## config.mk

```make
export PLATFORM = sky130hd
export DESIGN_NAME = jzjpcc_regfile_sb_flat
export DESIGN_NICKNAME = d
export VERILOG_FILES = /design/src/rtl/jzjpcc_regfile_sb_if.sv /design/src/rtl/jzjpcc_regfile_sb.sv /design/src/flat_wrapper.sv
export SDC_FILE = /design/constraint.sdc
export NUM_CORES = 2
export LEC_CHECK = 0
export BUFFER_PORTS_ARGS = -buffer_cell sky130_fd_sc_hd__buf_2
export CORE_MARGIN = 10
export CORE_UTILIZATION = 35
export CTS_BUF_LIST = sky130_fd_sc_hd__clkbuf_4
export CTS_CLUSTER_DIAMETER = 120
export CTS_CLUSTER_SIZE = 12
export DETAILED_ROUTE_END_ITERATION = 10
export GPL_TIMING_DRIVEN = 1
export SETUP_SLACK_MARGIN = 0.3
export SYNTH_ARGS = -nofsm -noshare
export SYNTH_HDL_FRONTEND = slang
export SYNTH_SLANG_ARGS = --single-unit
```

## constraint.sdc

```tcl
create_clock -name clock -period 6.1 [get_ports clock]
set_input_delay 0.61 -clock clock [delete_from_list [all_inputs] [get_ports clock]]
set_output_delay 0.61 -clock clock [all_outputs]
set_load 0.01 [all_outputs]
```

## src/rtl/jzjpcc_regfile_sb_if.sv

```systemverilog
`default_nettype none
// ============================================================================
// Module   : jzjpcc_regfile_sb_if
// Brief    : Decode/writeback bus of the register file with pending-write
//            scoreboard. master = pipeline side, slave = register file.
// Revision : 1.0 - initial release
// ============================================================================
interface jzjpcc_regfile_sb_if #(
    parameter int XLEN     = 32,
    parameter int NUM_REGS = 32,
    parameter int NUM_READ = 2
);
    localparam int ADDR_W = $clog2(NUM_REGS);

    logic [NUM_READ*ADDR_W-1:0] rsAddr;
    logic [NUM_READ*XLEN-1:0]   rs;
    logic [NUM_READ-1:0]        rsBusy;
    logic [ADDR_W-1:0]          rdAddr;
    logic [XLEN-1:0]            rd;
    logic                       rdWriteEn;
    logic [ADDR_W-1:0]          issueAddr;
    logic                       issueEn;
    logic                       flush;
    logic                       anyBusy;
    logic [ADDR_W:0]            busyCount;

    modport master (
        output rsAddr, rdAddr, rd, rdWriteEn, issueAddr, issueEn, flush,
        input  rs, rsBusy, anyBusy, busyCount
    );

    modport slave (
        input  rsAddr, rdAddr, rd, rdWriteEn, issueAddr, issueEn, flush,
        output rs, rsBusy, anyBusy, busyCount
    );
endinterface
`default_nettype wire

```

## src/rtl/jzjpcc_regfile_sb.sv

```systemverilog
`default_nettype none
// ============================================================================
// Module   : jzjpcc_regfile_sb
// Brief    : Integer register file (x0 hardwired to zero) with per-register
//            pending-write busy bits. Optional write-through forwarding on the
//            read ports when JZJPCC_REGFILE_BYPASS_EN is defined.
// Revision : 1.0 - initial release
// ============================================================================
module jzjpcc_regfile_sb #(
    parameter int XLEN     = 32,
    parameter int NUM_REGS = 32,
    parameter int NUM_READ = 2
) (
    input  wire logic          clock,
    input  wire logic          not_reset,
    jzjpcc_regfile_sb_if.slave bus
);
    localparam int ADDR_W = $clog2(NUM_REGS);

    logic [XLEN-1:0]     w_data [NUM_REGS];
    logic [NUM_REGS-1:0] w_busy;
    logic [ADDR_W:0]     w_count;

    assign w_data[0] = '0;
    assign w_busy[0] = 1'b0;

    for (genvar r = 1; r < NUM_REGS; r++) begin : g_reg
        logic [XLEN-1:0] r_data;
        logic            r_busy;
        logic            w_wr_hit;
        logic            w_iss_hit;

        assign w_wr_hit  = bus.rdWriteEn && (bus.rdAddr == ADDR_W'(r));
        assign w_iss_hit = bus.issueEn && (bus.issueAddr == ADDR_W'(r));

        always_ff @(posedge clock or negedge not_reset) begin
            if (!not_reset) begin
                r_data <= '0;
                r_busy <= 1'b0;
            end else begin
                if (w_wr_hit)
                    r_data <= bus.rd;
                // Issue outranks writeback: the newer instruction owns the register.
                if (bus.flush)
                    r_busy <= 1'b0;
                else if (w_iss_hit)
                    r_busy <= 1'b1;
                else if (w_wr_hit)
                    r_busy <= 1'b0;
            end
        end

        assign w_data[r] = r_data;
        assign w_busy[r] = r_busy;
    end

    always_comb begin
        w_count = '0;
        for (int i = 0; i < NUM_REGS; i++)
            w_count = w_count + {{ADDR_W{1'b0}}, w_busy[i]};
    end

    assign bus.busyCount = w_count;
    assign bus.anyBusy   = |w_busy;

    for (genvar i = 0; i < NUM_READ; i++) begin : g_rd
        logic [ADDR_W-1:0] w_addr;

        assign w_addr = bus.rsAddr[i*ADDR_W +: ADDR_W];

`ifdef JZJPCC_REGFILE_BYPASS_EN
        logic w_fwd;

        // Gated by reset so the read ports stay quiet while held in reset.
        assign w_fwd = not_reset && bus.rdWriteEn && (bus.rdAddr == w_addr) &&
                       (w_addr != '0);
        assign bus.rs[i*XLEN +: XLEN] = w_fwd ? bus.rd : w_data[w_addr];
        assign bus.rsBusy[i]          = w_fwd ? (bus.issueEn && (bus.issueAddr == w_addr))
                                              : w_busy[w_addr];
`else
        assign bus.rs[i*XLEN +: XLEN] = w_data[w_addr];
        assign bus.rsBusy[i]          = w_busy[w_addr];
`endif
    end
endmodule
`default_nettype wire

```

## src/flat_wrapper.sv

```systemverilog
// flat-port wrapper written by rule: the top's interface ports become plain ports
module jzjpcc_regfile_sb_flat 
#(
    parameter int XLEN     = 32,
    parameter int NUM_REGS = 32,
    parameter int NUM_READ = 2
)
  (clock, not_reset, bus_rsAddr, bus_rdAddr, bus_rd, bus_rdWriteEn, bus_issueAddr, bus_issueEn, bus_flush, bus_rs, bus_rsBusy, bus_anyBusy, bus_busyCount);
  jzjpcc_regfile_sb_if #(.XLEN(XLEN), .NUM_REGS(NUM_REGS), .NUM_READ(NUM_READ)) bus_i ();
  input  wire logic clock;
  input  wire logic not_reset;
  input wire logic [$bits(bus_i.rsAddr)-1:0] bus_rsAddr;
  input wire logic [$bits(bus_i.rdAddr)-1:0] bus_rdAddr;
  input wire logic [$bits(bus_i.rd)-1:0] bus_rd;
  input wire logic [$bits(bus_i.rdWriteEn)-1:0] bus_rdWriteEn;
  input wire logic [$bits(bus_i.issueAddr)-1:0] bus_issueAddr;
  input wire logic [$bits(bus_i.issueEn)-1:0] bus_issueEn;
  input wire logic [$bits(bus_i.flush)-1:0] bus_flush;
  output wire logic [$bits(bus_i.rs)-1:0] bus_rs;
  output wire logic [$bits(bus_i.rsBusy)-1:0] bus_rsBusy;
  output wire logic [$bits(bus_i.anyBusy)-1:0] bus_anyBusy;
  output wire logic [$bits(bus_i.busyCount)-1:0] bus_busyCount;
  assign bus_i.rsAddr = bus_rsAddr;
  assign bus_i.rdAddr = bus_rdAddr;
  assign bus_i.rd = bus_rd;
  assign bus_i.rdWriteEn = bus_rdWriteEn;
  assign bus_i.issueAddr = bus_issueAddr;
  assign bus_i.issueEn = bus_issueEn;
  assign bus_i.flush = bus_flush;
  assign bus_rs = bus_i.rs;
  assign bus_rsBusy = bus_i.rsBusy;
  assign bus_anyBusy = bus_i.anyBusy;
  assign bus_busyCount = bus_i.busyCount;
  jzjpcc_regfile_sb #(.XLEN(XLEN), .NUM_REGS(NUM_REGS), .NUM_READ(NUM_READ)) u_core (.clock(clock), .not_reset(not_reset), .bus(bus_i));
endmodule
```

# [Yosys cells after proc, flatten, opt, wreduce, memory -nomap -nowiden]
# Index checks and enable logic that the tools add are counted.
[totals] reg_bits=1023 output_inout_bits=73 elab_cells=357
[op_classes] n_addsub=30 magnitude_cmp=4 eq_ne=62 n_mux=103 bitwise=2 reduce_logical=94
[op_table] op="$bmux W32 S5" count=2
[op_table] op="$add A6 B1 Y6" count=29
[op_table] op="$eq A5 B5 Y1 const B" count=32
[op_table] op="$mux W32" count=4
[op_table] op="$mux W1" count=95
[op_table] op="$reduce_bool A3 Y1" count=31
[op_table] op="$eq A5 B4 Y1 const B" count=16
[op_table] op="$logic_and A1 B1 Y1" count=62
[op_table] op="$eq A5 B3 Y1 const B" count=8
[op_table] op="$reduce_or A31 Y1" count=1
[op_table] op="$eq A5 B2 Y1 const B" count=4
[op_table] op="$ge A6 B6 Y1 const B" count=2
[op_table] op="$lt A5 B6 Y1 const B" count=2
[op_table] op="$not A5 Y6" count=2
[op_table] op="$bmux W1 S5" count=2
[op_table] op="$eq A5 B1 Y1 const B" count=2
[op_table] op="$add A1 B1 Y2" count=1

# [Longest topological paths before layout]
[depth] depth_word=30 depth_mapped=17

# [Worst setup path after synthesis]
# No wires, ideal clock.
[synth_path] kind="register to output" start="register u_core.g_reg[2].r_busy" end="output bus_busyCount[4]" t_arrival_ns=4.679 path_slack_ns=0.811 path_stages_with_launch=15 path_buffers=0 cell_sequence="dfrtp_1 -> ha_1 -> inv_1 -> fa_1 -> fa_1 -> fa_1 -> fa_1 -> fa_1 -> fa_1 -> inv_1 -> ha_1 -> fa_1 -> a21o_1 -> a21oi_1 -> xnor2_1"
[synth_via] elab_chain_cells=30
[synth_lines] item="start: declaration" line="jzjpcc_regfile_sb.sv:29" rtl="logic r_busy;"
[synth_lines] item="start signal: assignment" line="jzjpcc_regfile_sb.sv:39" rtl="r_busy <= 1'b0;"
[synth_lines] item="start signal: assignment" line="jzjpcc_regfile_sb.sv:45" rtl="r_busy <= 1'b0;"
[synth_lines] item="start signal: assignment" line="jzjpcc_regfile_sb.sv:47" rtl="r_busy <= 1'b1;"
[synth_lines] item="$add A1 B1 Y2" line="jzjpcc_regfile_sb.sv:60" rtl="w_count = w_count + {{ADDR_W{1'b0}}, w_busy[i]};"
[synth_lines] item="$add A6 B1 Y6 (29 in a row)" line="jzjpcc_regfile_sb.sv:60"
[synth_lines] item="end: declaration" line="flat_wrapper.sv:22" rtl="output wire logic [$bits(bus_i.busyCount)-1:0] bus_busyCount;"
# Every way passes these cells.

# [Worst setup path after layout]
[layout_path] start="register u_core.g_reg[2].r_busy" end="output bus_busyCount[5]"
# The elaborated chain is that of the path after synthesis.

==> impl_metrics.yaml <==
setup_path:
  ff2ff_path_depth: 3
  critPathLaunchType: "flip-flop"
  cp-startpoint: "u_core.g_reg[2].r_busy$_DFFE_PN0P_"
  required_ps: 5490
  crit_arrival_ps: 5870
  end_kind: "output pin"
  rr_endpoint: "u_core.g_reg[12].r_busy$_DFFE_PN0P_"
  cp_max_fo: 2
  crit_type: "flip-flop to output pin"
  reg2reg_from: "u_core.g_reg[12].r_busy$_DFFE_PN0P_"
  reg2reg_slack_ps: 4690
run_status:
  status: "finished with violations"
  violations: "negative setup slack"
logic_synthesis:
  synthArstFlopShare: 1.00
  ys_warn_count: 0
  ys_types: 42
  syn_area_um2: 56000
  synth-seq-area-share: 0.457
  synth.avg_cell_area_um2: 14.0
  synth_ff_type: "dfrtp_1"
  synthesis.nets: 4097
  ys_seq_elements: 1023
  yosys.area.top_type_share: 0.457
  synthTopCellsByArea: "dfrtp_1 46%, mux2_2 19%, mux4_2 16%, mux2i_1 3.6%, a22o_1 3.1%"
  synth_edf_count: 0
  syn_inst: 4008
  synth_area_leader_cell: "dfrtp_1"
die:
  dieArea_um2: 176000
  coreArea_um2: 159000
  rows: 146
  die_w_um: 420
  pin_count: 130
  start_util: 0.353
  fp.dieH_um: 420
detailed_routing:
  ant_nets: 0
  wl_per_cell_um: 29.4
  drtIter0Drc: 2622
  viasPerCell: 5.97
  wl_um: 178000
  drcViolationCount: 0
  vias: 36142
  first_pass_iters: 5
placed_design:
  gp_congestion: 0.849
  dp_slack_ps: 512
  port_buffers: 129
  placed_cell_area_um2: 58600
  dp.cells: 5889
  place_hpwl_um: 106000
hold_path:
  min_path_cells: 5
  hold_class: "primary input to flip-flop"
  hp-start: "bus_rdAddr[1]"
  hold_end: "u_core.g_reg[13].r_busy$_DFFE_PN0P_"
final_layout:
  final_util: 0.378
  fill_cells: 14985
  layoutNonFillerInstCount: 6049
  drive_above_1_share: 0.441
  area_delta_synth_final_pct: 7.05
  fin_nets: 4057
  final_cell_area_um2: 59900
power:
  p_leak_uw: 0.0261
  p_per_area_nw_per_um2: 269
  ir_drop_mv: 0.139
sta:
  rsz0062_at_grt: "yes"
  finalSetupViolations: 5
  slew_headroom: 0.181
  fin_crit_sh: 1.06
  worst_pin_slew_ps: 1230
  slew_viol_final: 0
  tns_ps: -1370
  report.final.hold_viol_count: 0
  clock_skew_ps: 0
  fin_ws_ps: -384
  timing.fmax_ghz: 0.154
  fin_crit_ps: 6480
cts:
  cts_root_buf: "clkbuf_4"
  cts_max_path_buffers: 3
  cts.clk_slew.worst_paths_ps: 170
  cts_tree: "built"
  clk-insertion-delay-late_ps: 1080
  cts.sinks: 1023
  htreeDepth: 3
  cts_made_buffers: 95
global_route:
  gr-usage-all-layers: 0.199
  grt_pass1_vias: 37625
  grt_first_pass_wirelength_um: 262000
  grt_max_degree: 158
  globalRouteOverflowTotal: 0
  antenna_found_initial: 9
run:
  drv_cap: 0
-- worst max-delay path by stage --
stage	to	cells after the start
finish	bus_busyCount[5]	17
global route	bus_busyCount[4]	15
CTS	bus_busyCount[4]	15
detailed placement	bus_busyCount[4]	15
global placement	bus_busyCount[4]	15
floorplan	bus_busyCount[4]	14
-- metal layers --
metal	vias up	GRT usage	share of wire
li1	15089	-	-
met1	19522	0.251	0.41
met2	1158	0.343	0.50
met3	371	0.0247	0.047
met4	2	0.0823	0.043
met5	-	0	0.000039
-- cells by family after synthesis --
group                      after synthesis  share of synthesized area
muxes                                 1589                      0.395
DFF                                   1023                      0.457
AOI/OAI and AO/OA                      502                     0.0669
buffers and inverters                  475                     0.0387
and+or+nand+nor                        384                     0.0317
adders and majority gates               32                     0.0102
xor gates and xnor gates                 3                   0.000469
-- cells in the mapped netlist, types with 2 or more instances --
master,count
nand2b_1,9
nand4_1,2
o21ai_0,5
o21ai_1,66
nor2b_1,11
ha_1,9
nand4b_1,3
buf_2,134
a2bb2oi_1,7
a22oi_1,18
and2_1,73
a21o_1,2
and4bb_2,2
buf_1,23
o31ai_1,66
a211oi_1,66
mux2_1,37
mux2i_1,200
a22o_1,197
inv_1,49
mux4_2,396
nor3_1,2
buf_4,37
nor4_1,7
dfrtp_1,1023
and4b_1,2
nand2_1,221
mux2_2,956
fa_1,23
clkbuf_1,222
nor2_1,47
buf_6,10
a21oi_1,8
xnor2_1,2
o22ai_1,66
-- flip-flops by register name, summed over array words and instances (netlist names) --
register	count
u_core.g.r_busy	31
u_core.g.r_data	992
-- per-stage QoR --
stage,total power (uW),hold WS [ps]
after floorplan,11900,314
after global placement,13000,472
after detailed placement,13200,484
after CTS,16200,23.4
after global routing,17000,180
final,16100,165
-- layout by cell type (no fill, tap or decap), types with 68 or more instances in the layout --
| cell type | n |
|---|---|
| mux4_2 | 396 |
| nand2_1 | 203 |
| clkbuf_4 | 98 |
| mux2_2 | 956 |
| a22o_1 | 197 |
| and2_1 | 68 |
| buf_4 | 96 |
| mux2i_1 | 200 |
| buf_2 | 116 |
| dfrtp_1 | 1023 |
-- layout make-up --
class	instances	area, um^2	share of cell area
sequential	1023	25600	0.427
clock buffer	98	736	0.0123
clock inverter	4	48.8	0.000814
inverter	49	184	0.00307
multi-input combinational	2510	28500	0.475
antenna	4	10.0	0.000167
timing repair buffer	289	2290	0.0382
tap	2072	2590	0.0433
-- critical path, stage by stage (launching register included) --
cell	delay [ps]
dfrtp_1	440
ha_1	300
inv_2	40
fa_1	510
fa_1	430
fa_1	470
fa_1	520
fa_1	430
fa_1	510
inv_2	50
ha_4	160
buf_4	120
buf_4	120
a21o_1	150
a21oi_2	180
nor2b_1	70
o21a_1	160
buf_2	130
-- timing repair --
item,CTS,global route
buffers inserted,4,1
hold endpoints to repair,170,0
setup endpoints to repair,6,6
gates resized for setup,9,1
hold buffers,49,0
cloned,0,0
pin swaps,12,6
-- power breakdown --
part	internal, uW	switching, uW	leakage [uW]
sequential	8050	902	0.0131
combinational	2410	1700	0.0125
clock	786	2260	0.000480
No activity file was read; power rests on OpenSTA's default activity.
